**src/rtl/latch_bank_arbiter_pkg.sv**
```systemverilog
// Shared types for the latch bank arbiter: FSM state encoding and default phase lengths.
// One write takes SETUP_CYC+EN_CYC+3 cycles from request sample to the return to IDLE.
package latch_bank_arbiter_pkg;

   typedef enum logic [2:0] {
      S_IDLE  = 3'd0,
      S_SETUP = 3'd1,
      S_OPEN  = 3'd2,
      S_HOLD  = 3'd3,
      S_ACK   = 3'd4
   } state_e;

   localparam int DEF_SETUP_CYC = 1;
   localparam int DEF_EN_CYC    = 2;

   function automatic int max2(input int a, input int b);
      return (a > b) ? a : b;
   endfunction

endpackage

```
**src/rtl/latch_bank_arbiter_if.sv**
```systemverilog
// Requester-side write bus plus latch-bank drive signals of the latch bank arbiter.
// There is no backpressure: req is held until the matching ack pulse.
interface latch_bank_arbiter_if #(
   parameter int NREQ  = 4,
   parameter int WIDTH = 8,
   parameter int DEPTH = 4
);
   localparam int AW = $clog2(DEPTH);

   logic [NREQ-1:0]       req;
   logic [NREQ*AW-1:0]    wr_addr;
   logic [NREQ*WIDTH-1:0] wr_data;
   logic [NREQ-1:0]       ack;
   logic [NREQ-1:0]       gnt;
   logic                  busy;
   logic [DEPTH-1:0]      latch_en;
   logic [WIDTH-1:0]      latch_d;

   modport master (
      output req, wr_addr, wr_data,
      input  ack, gnt, busy, latch_en, latch_d
   );

   modport slave (
      input  req, wr_addr, wr_data,
      output ack, gnt, busy, latch_en, latch_d
   );
endinterface

```
**src/rtl/rr_arbiter.sv**
```systemverilog
// Combinational round-robin pick: the first set req bit at or after ptr_i, wrapping.
// Zero latency; gnt_o is all-zero when no request is pending.
module rr_arbiter #(
   parameter int N  = 4,
   localparam int IW = $clog2(N)
) (
   input  logic [N-1:0]  req_i,
   input  logic [IW-1:0] ptr_i,
   output logic [N-1:0]  gnt_o,
   output logic [IW-1:0] idx_o
);
   logic found;

   always_comb begin
      gnt_o = '0;
      idx_o = '0;
      found = 1'b0;
      for (int off = 0; off < N; off++) begin
         if (!found && req_i[(int'(ptr_i) + off) % N]) begin
            found = 1'b1;
            gnt_o[(int'(ptr_i) + off) % N] = 1'b1;
            idx_o = IW'((int'(ptr_i) + off) % N);
         end
      end
   end
endmodule

```
**src/rtl/latch_bank_arbiter.sv**
```systemverilog
// Round-robin write controller for a level-sensitive latch bank: SETUP, OPEN, HOLD, ACK phases.
// All bank-facing outputs are registered so latch enables never glitch; D is frozen for the whole write.
module latch_bank_arbiter
   import latch_bank_arbiter_pkg::*;
#(
   parameter int NREQ      = 4,
   parameter int WIDTH     = 8,
   parameter int DEPTH     = 4,
   parameter int SETUP_CYC = DEF_SETUP_CYC,
   parameter int EN_CYC    = DEF_EN_CYC
) (
   input  logic                clk,
   input  logic                rst_n,
   latch_bank_arbiter_if.slave bus
);
   localparam int AW = $clog2(DEPTH);
   localparam int IW = $clog2(NREQ);
   localparam int CW = $clog2(max2(SETUP_CYC, EN_CYC)) + 1;

   state_e            state_q, state_d;
   logic [CW-1:0]     cnt_q, cnt_d;
   logic [IW-1:0]     ptr_q, ptr_d;
   logic [IW-1:0]     idx_q, idx_d;
   logic [AW-1:0]     addr_q, addr_d;
   logic [WIDTH-1:0]  latch_d_q, latch_d_d;
   logic [NREQ-1:0]   gnt_q, gnt_d;
   logic [NREQ-1:0]   ack_q, ack_d;
   logic [DEPTH-1:0]  latch_en_q, latch_en_d;

   logic [NREQ-1:0]   arb_gnt;
   logic [IW-1:0]     arb_idx;

   rr_arbiter #(.N(NREQ)) u_arb (
      .req_i (bus.req),
      .ptr_i (ptr_q),
      .gnt_o (arb_gnt),
      .idx_o (arb_idx)
   );

   always_comb begin
      state_d    = state_q;
      cnt_d      = cnt_q;
      ptr_d      = ptr_q;
      idx_d      = idx_q;
      addr_d     = addr_q;
      latch_d_d  = latch_d_q;
      gnt_d      = gnt_q;
      ack_d      = '0;
      latch_en_d = '0;

      case (state_q)
         S_IDLE: begin
            if (|bus.req) begin
               state_d   = S_SETUP;
               cnt_d     = '0;
               gnt_d     = arb_gnt;
               idx_d     = arb_idx;
               addr_d    = bus.wr_addr[arb_idx*AW +: AW];
               latch_d_d = bus.wr_data[arb_idx*WIDTH +: WIDTH];
            end
         end
         S_SETUP: begin
            if (cnt_q == CW'(SETUP_CYC - 1)) begin
               state_d = S_OPEN;
               cnt_d   = '0;
            end else begin
               cnt_d = cnt_q + 1'b1;
            end
         end
         S_OPEN: begin
            if (cnt_q == CW'(EN_CYC - 1)) begin
               state_d = S_HOLD;
            end else begin
               cnt_d = cnt_q + 1'b1;
            end
         end
         S_HOLD: state_d = S_ACK;
         S_ACK: begin
            state_d = S_IDLE;
            gnt_d   = '0;
            ptr_d   = (idx_q == IW'(NREQ - 1)) ? '0 : idx_q + 1'b1;
         end
         default: state_d = S_IDLE;
      endcase

      // Outputs are decoded from the next state so they land in the same cycle as the phase.
      if (state_d == S_OPEN) latch_en_d = DEPTH'(1) << addr_q;
      if (state_d == S_ACK)  ack_d      = gnt_q;
   end

   always_ff @(posedge clk or negedge rst_n) begin
      if (!rst_n) begin
         state_q    <= S_IDLE;
         cnt_q      <= '0;
         ptr_q      <= '0;
         idx_q      <= '0;
         addr_q     <= '0;
         latch_d_q  <= '0;
         gnt_q      <= '0;
         ack_q      <= '0;
         latch_en_q <= '0;
      end else begin
         state_q    <= state_d;
         cnt_q      <= cnt_d;
         ptr_q      <= ptr_d;
         idx_q      <= idx_d;
         addr_q     <= addr_d;
         latch_d_q  <= latch_d_d;
         gnt_q      <= gnt_d;
         ack_q      <= ack_d;
         latch_en_q <= latch_en_d;
      end
   end

   assign bus.ack      = ack_q;
   assign bus.gnt      = gnt_q;
   assign bus.busy     = (state_q != S_IDLE);
   assign bus.latch_en = latch_en_q;
   assign bus.latch_d  = latch_d_q;
endmodule

```
**src/flat_wrapper.sv**
```systemverilog
// flat-port wrapper written by rule: the top's interface ports become plain ports
module latch_bank_arbiter_flat import latch_bank_arbiter_pkg::*;
#(
   parameter int NREQ      = 4,
   parameter int WIDTH     = 8,
   parameter int DEPTH     = 4,
   parameter int SETUP_CYC = DEF_SETUP_CYC,
   parameter int EN_CYC    = DEF_EN_CYC
)
  (clk, rst_n, bus_req, bus_wr_addr, bus_wr_data, bus_ack, bus_gnt, bus_busy, bus_latch_en, bus_latch_d);
  latch_bank_arbiter_if #(.NREQ(NREQ), .WIDTH(WIDTH), .DEPTH(DEPTH)) bus_i ();
  input  logic clk;
  input  logic rst_n;
  input wire logic [$bits(bus_i.req)-1:0] bus_req;
  input wire logic [$bits(bus_i.wr_addr)-1:0] bus_wr_addr;
  input wire logic [$bits(bus_i.wr_data)-1:0] bus_wr_data;
  output wire logic [$bits(bus_i.ack)-1:0] bus_ack;
  output wire logic [$bits(bus_i.gnt)-1:0] bus_gnt;
  output wire logic [$bits(bus_i.busy)-1:0] bus_busy;
  output wire logic [$bits(bus_i.latch_en)-1:0] bus_latch_en;
  output wire logic [$bits(bus_i.latch_d)-1:0] bus_latch_d;
  assign bus_i.req = bus_req;
  assign bus_i.wr_addr = bus_wr_addr;
  assign bus_i.wr_data = bus_wr_data;
  assign bus_ack = bus_i.ack;
  assign bus_gnt = bus_i.gnt;
  assign bus_busy = bus_i.busy;
  assign bus_latch_en = bus_i.latch_en;
  assign bus_latch_d = bus_i.latch_d;
  latch_bank_arbiter #(.NREQ(NREQ), .WIDTH(WIDTH), .DEPTH(DEPTH), .SETUP_CYC(SETUP_CYC), .EN_CYC(EN_CYC)) u_core (.clk(clk), .rst_n(rst_n), .bus(bus_i));
endmodule
```
**config.mk**
```make
export PLATFORM = sky130hd
export DESIGN_NAME = latch_bank_arbiter_flat
export DESIGN_NICKNAME = d
export VERILOG_FILES = /design/src/rtl/latch_bank_arbiter_pkg.sv /design/src/rtl/latch_bank_arbiter_if.sv /design/src/rtl/rr_arbiter.sv /design/src/rtl/latch_bank_arbiter.sv /design/src/flat_wrapper.sv
export SDC_FILE = /design/constraint.sdc
export NUM_CORES = 1
export LEC_CHECK = 0
export BUFFER_PORTS_ARGS = -buffer_cell sky130_fd_sc_hd__buf_2
export CORE_MARGIN = 2
export CORE_UTILIZATION = 55
export CTS_CLUSTER_DIAMETER = 200
export DETAILED_ROUTE_END_ITERATION = 7
export GPL_TIMING_DRIVEN = 0
export PLACE_DENSITY = 0.95
export SETUP_SLACK_MARGIN = 0.1
export SLEW_MARGIN = 20
export SYNTH_ARGS = -nofsm -noshare
export SYNTH_HDL_FRONTEND = slang
export SYNTH_SLANG_ARGS = --single-unit
```
**constraint.sdc**
```tcl
create_clock -name clk -period 6 [get_ports clk]
set_input_delay 0.3 -clock clk [delete_from_list [all_inputs] [get_ports clk]]
set_output_delay 0.3 -clock clk [all_outputs]
set_load 0.05 [all_outputs]
```
# Word level (Yosys, flattened, before mapping)
# Cells that the tools add are included.
classes:
  n_addsub: 5
  magnitude_cmp: 8
  eq_ne: 10
  shift: 3
  muxes: 43
  n_bitwise: 6
  reduce_logical: 22
ops:
  columns: ["cell", "n"]
  rows:
  - ["$shiftx 32x6->8", 1]
  - ["$mux 4", 7]
  - ["$mux 2", 8]
  - ["$mux 1", 14]
  - ["$lt 3x4->1 const B", 3]
  - ["$or 4x4->4", 3]
  - ["$pmux 3 s4", 1]
  - ["$eq 3x2->1 const B", 3]
  - ["$ge 3x1->1 const B", 3]
  - ["$mux 3", 3]
  - ["$bmux 1 s2", 4]
  - ["$demux 1 s2", 4]
  - ["$pmux 4 s2", 1]
  - ["$shiftx 8x4->2", 1]
  - ["$logic_and 1x1->1", 7]
  - ["$add 2x1->2 const B", 3]
  - ["$eq 3x3->1 const B", 2]
  - ["$pmux 2 s3", 1]
  - ["$reduce_bool 3->1", 2]
  - ["$reduce_or 2->1", 3]
  - ["$add 2x2->2 const B", 2]
  - ["$reduce_and 2->1", 2]
  - ["$reduce_or 4->1", 1]
  - ["$shl 1x2->4 const A", 1]
  - ["13 further kinds", 17]
totals:
  ff_bits: 31
  in_bits: 46
  out_inout_bits: 21

# Longest topological paths before layout
depth:
  depth_word: 16
  ltp_mapped: 10
  ltp_nobuf: 7

# Hierarchy
# A second synthesis with hierarchy kept.
unflattened:
  cells_unflattened: 184
  hier_area_um2: 2120.8
by_module_without_submodules:
  columns: ["module", "instances", "cells_each", "area_each_um2", "seq_area_each_um2"]
  rows:
  - ["latch_bank_arbiter", 1, 119, 1631.6, 775.7]
  - ["rr_arbiter", 1, 65, 489.2, 0.0]

# Worst setup path before layout
# No wires, ideal clock.
synth_timing:
  path_type: "register to register"
  start: "register u_core.ptr_q[0]"
  end: "register u_core.latch_d_q[0] (netlist: u_core.bus.latch_d[0])"
  setup_time_ns: 0.086
  arrival_ns: 2.446
  required_time_ns: 5.914
  slack_ns: 3.468
  stages_incl_launch_ff: 10
  path_buffers: 2
  period_less_slack_ns: 2.532
  path_cell_list: "dfrtp_1 > buf_6 > buf_2 > inv_1 > ha_1 > mux2_2 > o2111a_1 > or2_1 > a211o_1 > o221ai_2"
synth_between:
  elab_chain_len: 13
  elab_cells_between_ends: 28
synth_rtl:
  columns: ["item", "line_no", "source"]
  rows:
  - ["from (decl)", "latch_bank_arbiter.sv:22", "logic [IW-1:0] ptr_q, ptr_d;"]
  - ["from (signal assigned)", "latch_bank_arbiter.sv:105", "ptr_q <= ptr_d;"]
  - ["$add 2x1->2 or $bmux 1 s2 (tied branches)", "rr_arbiter.sv:19, rr_arbiter.sv:22", null]
  - ["$bmux 1 s2 or $mux 1 (tied branches)", "rr_arbiter.sv:19", "if (!found && req_i[(int'(ptr_i) + off) % N]) begin"]
  - ["$mux 1 (not written as such)", "rr_arbiter.sv:19", null]
  - ["$mux 1 (not written as such) or $logic_not 1->1 (tied branches)", "rr_arbiter.sv:19", null]
  - ["$logic_and 1x1->1", "rr_arbiter.sv:19", null]
  - ["$mux 1", "rr_arbiter.sv:19", null]
  - ["$logic_not 1->1", "rr_arbiter.sv:19", null]
  - ["$logic_and 1x1->1", "rr_arbiter.sv:19", null]
  - ["$mux 1", "rr_arbiter.sv:19", null]
  - ["$logic_not 1->1", "rr_arbiter.sv:19", null]
  - ["$logic_and 1x1->1", "rr_arbiter.sv:19", null]
  - ["$mux 2 *", "rr_arbiter.sv:19", null]
  - ["$shiftx 32x6->8 *", "latch_bank_arbiter.sv:59", "latch_d_d = bus.wr_data[arb_idx*WIDTH +: WIDTH];"]
  - ["to (signal assigned)", "latch_bank_arbiter.sv:108", "latch_d_q <= latch_d_d;"]
  - ["to (decl)", "latch_bank_arbiter.sv:25", "logic [WIDTH-1:0] latch_d_q, latch_d_d;"]
# Mark *: on every way between the ends. The rest lies on a longest branch, timed or not. The select of a mux whose other input is x is not followed.
# A chain may end at the register's enable or synchronous reset.

# Worst setup path after layout
layout_timing:
  start: "register u_core.ptr_q[0]"
  end: "register u_core.addr_q[0]"
layout_between:
  elab_chain_len: 13
  elab_cells_between_ends: 28
layout_rtl:
  columns: ["item", "line_no", "source"]
  rows:
  - ["$add 2x1->2 or $bmux 1 s2 (tied branches)", "rr_arbiter.sv:19, rr_arbiter.sv:22", null]
  - ["$bmux 1 s2 or $mux 1 (tied branches)", "rr_arbiter.sv:19", null]
  - ["$mux 1 (not written as such)", "rr_arbiter.sv:19", null]
  - ["$mux 1 (not written as such) or $logic_not 1->1 (tied branches)", "rr_arbiter.sv:19", null]
  - ["$logic_and 1x1->1", "rr_arbiter.sv:19", null]
  - ["$mux 1", "rr_arbiter.sv:19", null]
  - ["$logic_not 1->1", "rr_arbiter.sv:19", null]
  - ["$logic_and 1x1->1", "rr_arbiter.sv:19", null]
  - ["$mux 1", "rr_arbiter.sv:19", null]
  - ["$logic_not 1->1", "rr_arbiter.sv:19", null]
  - ["$logic_and 1x1->1", "rr_arbiter.sv:19", null]
  - ["$mux 2 *", "rr_arbiter.sv:19", null]
  - ["$shiftx 8x4->2 *", "latch_bank_arbiter.sv:58", "addr_d = bus.wr_addr[arb_idx*AW +: AW];"]
  - ["to (signal assigned)", "latch_bank_arbiter.sv:107", "addr_q <= addr_d;"]
  - ["to (decl)", "latch_bank_arbiter.sv:24", "logic [AW-1:0] addr_q, addr_d;"]
# Marks and branches as above.

==> impl_results.md <==
- Result of the run: completed
- Worst Hold Class: input pin to asynchronous set/reset pin
- Overall overflow remaining after global route: 0
- Pin count of the biggest net entering global routing: 32
- Die extent in y: 64.73 um
- Final setup skew: 0.007720 ns
- Worst Setup Path Type: flop to flop
- Number of buffers added for setup after CTS: 0
- Adder-cell share of the synthesized area: 7.403%
- Synthesized area per cell: 9.658 um^2
- Relative contribution of sequential cells to total power: 25.1%
- TritonCTS clock tree: built
- Drt first pass iters: 4
- Post-synthesis cell area: 2028 um^2
- Register bit count reported by yosys: 31
- Hold bufs inserted after CTS: 0
- Most common flop cell mapped by yosys: sky130_fd_sc_hd__dfrtp_1
- Leading cell type in the layout, fill and taps excluded: sky130_fd_sc_hd__buf_2
- Worst-path clk slew: 0.07 ns
- Count of synthesis-stage warnings from yosys: 0
- DR vias: 1841
- Minimum clock period after layout: 2.906 ns
- Number of gates resized after CTS: 0
- Antenna-violating nets left: 0
- Share of total power in combinational logic: 63.5%
- Clock root buffer master: sky130_fd_sc_hd__clkbuf_8
- Leading cell types in the layout, fill and taps excluded: sky130_fd_sc_hd__buf_2 (74), sky130_fd_sc_hd__dfrtp_1 (31), sky130_fd_sc_hd__nor2_1 (23)
- Total core area: 3606 um^2
- Switching portion of total power: 50.52%
- Clock Path Buffers: 2
- Net count after synthesis: 268
- Slew Limit Fails: 0
- Count of clock tree sinks: 31
- Number of diodes: 0
- Max transition margin: 55.34%
- Endpoint type of the worst setup path: flop
- Initial antenna violation count: 0
- Pwr Density: 575.5 nW/um^2
- Sequential cell area in the final layout: 775.7 um^2
- Cell count after synthesis: 210
- H-Tree Depth: 2
- Clock power frac: 11.4%
- Parity-gate share of the synthesized area counting xor and xnor cells: 0%
- Full die area: 4189 um^2
- Wire length per cell after detailed routing: 14.31 um
- Final weighted congestion in routability-driven placement: 0.8343
- Post-synthesis cell type count: 42
- Buffers on Ports: 65
- CTS Buf Count: 5
- Effective utilization at floorplan: 56.25%
- Post-DR vias/cell: 5.579
- Post-Route Setup TNS: 0 ns
- Combinational family with the most area after synthesis: compound AO/OA/AOI/OAI gates
- Count of boundary I/O pins: 67
- First-pass GRT wire length: 7.672 mm
- Multiplexer share of the synthesized area: 12.89%
- Unrepaired setup endpoints after global routing: no
- Cell-internal power: 712.3 uW
- Startpoint type of the worst setup path: flop
- Worst Tran Pin Value: 0.6699 ns
- HPWL reported at the end of detailed placement: 3.536 mm
- Die width: 64.73 um
- Highest net fanout along the worst path: 10
- Crit path DAT: 3.05 ns
- Reported net switching power: 727.2 uW
- Total power of the final layout: 1.439 mW
- Fraction of the cycle the final worst path needs: 48.44%
- Total routed wirelength: 4.722 mm
- Share of the yosys chip area belonging to registers: 38.25%
- Multi-input logic area: 1136 um^2
- Reported leakage power: 1.272 nW
- VDD IR max: 356.3 uV
- Clock Latency Late Sink: 0.28 ns
- Number of placement rows: 22
- Final-report setup violation count: 0
- Worst path required time: 6.15 ns
- Number of hold violations in the final report: 0
- Async S/R FF share, synth: 100.0%
- Filler Cell Count: 284
- Area grow syn2layout: 23.32%
- Vias in the first global route: 1760
- Max-cap violations: 0
- Compound-gate portion of the synthesized area: 19.43%
- Fraction of final layout cells with drive strength greater than 1: 34.04%
- EDFF count, synth: 0
- Post-layout net count: 340
- Residual DRC count: 0
- Total routing usage reported by global routing: 23.74%
- Highest clock rate: 344.1 MHz
- Simple-gate share of the synthesized area: 16.29%
- Drt first-iter violations: 87
-- critical path, stage by stage (launching register included) --
cell and delay, ns:
sky130_fd_sc_hd__dfrtp_1 0.46, sky130_fd_sc_hd__buf_6 0.17, sky130_fd_sc_hd__buf_2 0.21, sky130_fd_sc_hd__inv_1 0.15, sky130_fd_sc_hd__ha_1 0.43, sky130_fd_sc_hd__mux2_2 0.36
sky130_fd_sc_hd__o2111a_1 0.24, sky130_fd_sc_hd__nor2_1 0.17, sky130_fd_sc_hd__buf_6 0.20, sky130_fd_sc_hd__mux2i_1 0.24, sky130_fd_sc_hd__o221ai_1 0.14
-- per-stage QoR --
| step | instance area [um^2] | instances | worst slack [ns] | hold WS (ns) | util (%) |
|---|---|---|---|---|---|
| 3_5_place_dp | 2414 | 323 | 3.118 | 0.3732 | 66.93 |
| 3_3_place_gp | 2414 | 323 | 3.221 | 0.3635 | 66.93 |
| 2_1_floorplan | 2028 | 210 | 3.468 | 0.004409 | - |
| 5_1_grt | 2501 | 330 | 2.986 | 0.1041 | 69.36 |
| 4_1_cts | 2501 | 330 | 3.103 | 0.07047 | 69.36 |
| 6_report | 2501 | 330 | 3.094 | 0.04968 | 69.36 |
-- routing by layer --
layer	vias to the layer above	GRT usage (%)	share of wire (%)
met2	69	42.27	50
met5	-	0	0
met1	859	27.29	42
met3	11	6.250	6.8
li1	902	-	-
met4	0	8.511	1.9
-- area by class of cell --
class	count	share of cell area (%)
Clock buffer	6	3.302
Clock inverter	1	0.2001
Inverter	8	1.201
Tap cell	48	2.401
Buffer	15	3.452
Multi-Input combinational cell	156	45.42
Timing Repair Buffer	65	13.01
Sequential cell	31	31.02
-- worst paths after layout --
check                                 from                     to  slack (ns)  cells after the start
max                        u_core.ptr_q[0]       u_core.addr_q[0]        3.09                     10
min                                  rst_n      u_core.bus.ack[1]        0.05                      1
max reg2reg                u_core.ptr_q[0]       u_core.addr_q[0]        3.09                     10
min reg2reg                u_core.idx_q[1]        u_core.idx_q[1]        0.50                      1
max in group asynchronous            rst_n        u_core.cnt_q[1]        5.52                      1
min in group clk           bus_wr_data[22]  u_core.bus.latch_d[6]        0.31                      3
-- cells in the mapped netlist (3+ instances only) --
master	number	area, um^2
sky130_fd_sc_hd__nor2b_1	3	18.77
sky130_fd_sc_hd__and2_1	4	25.02
sky130_fd_sc_hd__clkbuf_1	3	11.26
sky130_fd_sc_hd__a21oi_1	6	30.03
sky130_fd_sc_hd__a221o_1	4	40.04
sky130_fd_sc_hd__a221oi_1	4	35.03
sky130_fd_sc_hd__o221ai_1	9	78.83
sky130_fd_sc_hd__mux2_2	5	56.30
sky130_fd_sc_hd__inv_1	8	30.03
sky130_fd_sc_hd__dfrtp_1	31	775.7
sky130_fd_sc_hd__nand2_1	19	71.32
sky130_fd_sc_hd__nor2_1	23	86.33
sky130_fd_sc_hd__nor3b_1	3	22.52
sky130_fd_sc_hd__o21ai_0	9	45.04
sky130_fd_sc_hd__mux2i_1	16	160.2
sky130_fd_sc_hd__buf_2	9	45.04
sky130_fd_sc_hd__o211ai_1	9	67.56
sky130_fd_sc_hd__ha_1	12	150.1
-- state kept, by name, indices dropped and copies added, names as in the netlist --
register,count
u_core.cnt_q,2
u_core.ptr_q,2
u_core.bus.latch_en,4
u_core.addr_q,2
u_core.state_q,3
u_core.bus.gnt,4
u_core.idx_q,2
u_core.bus.ack,4
u_core.bus.latch_d,8
-- power by group through the flow --
| stage | Combinational [mW] | Clock [mW] | Sequential [mW] |
|---|---|---|---|
| global route | 0.981 | 0.176 | 0.373 |
| CTS | 0.911 | 0.167 | 0.361 |
| floorplan | 0.532 | 0 | 0.530 |
| global placement | 0.874 | 0 | 0.359 |
| detailed placement | 0.905 | 0 | 0.363 |
| finish | 0.914 | 0.164 | 0.361 |
-- logic make-up after synthesis --
group	after synthesis
simple gates	68
mux	23
compound gates	53
fa+ha+maj	12
buf+inv	23
flops	31
No activity file was read; power rests on OpenSTA's default activity.
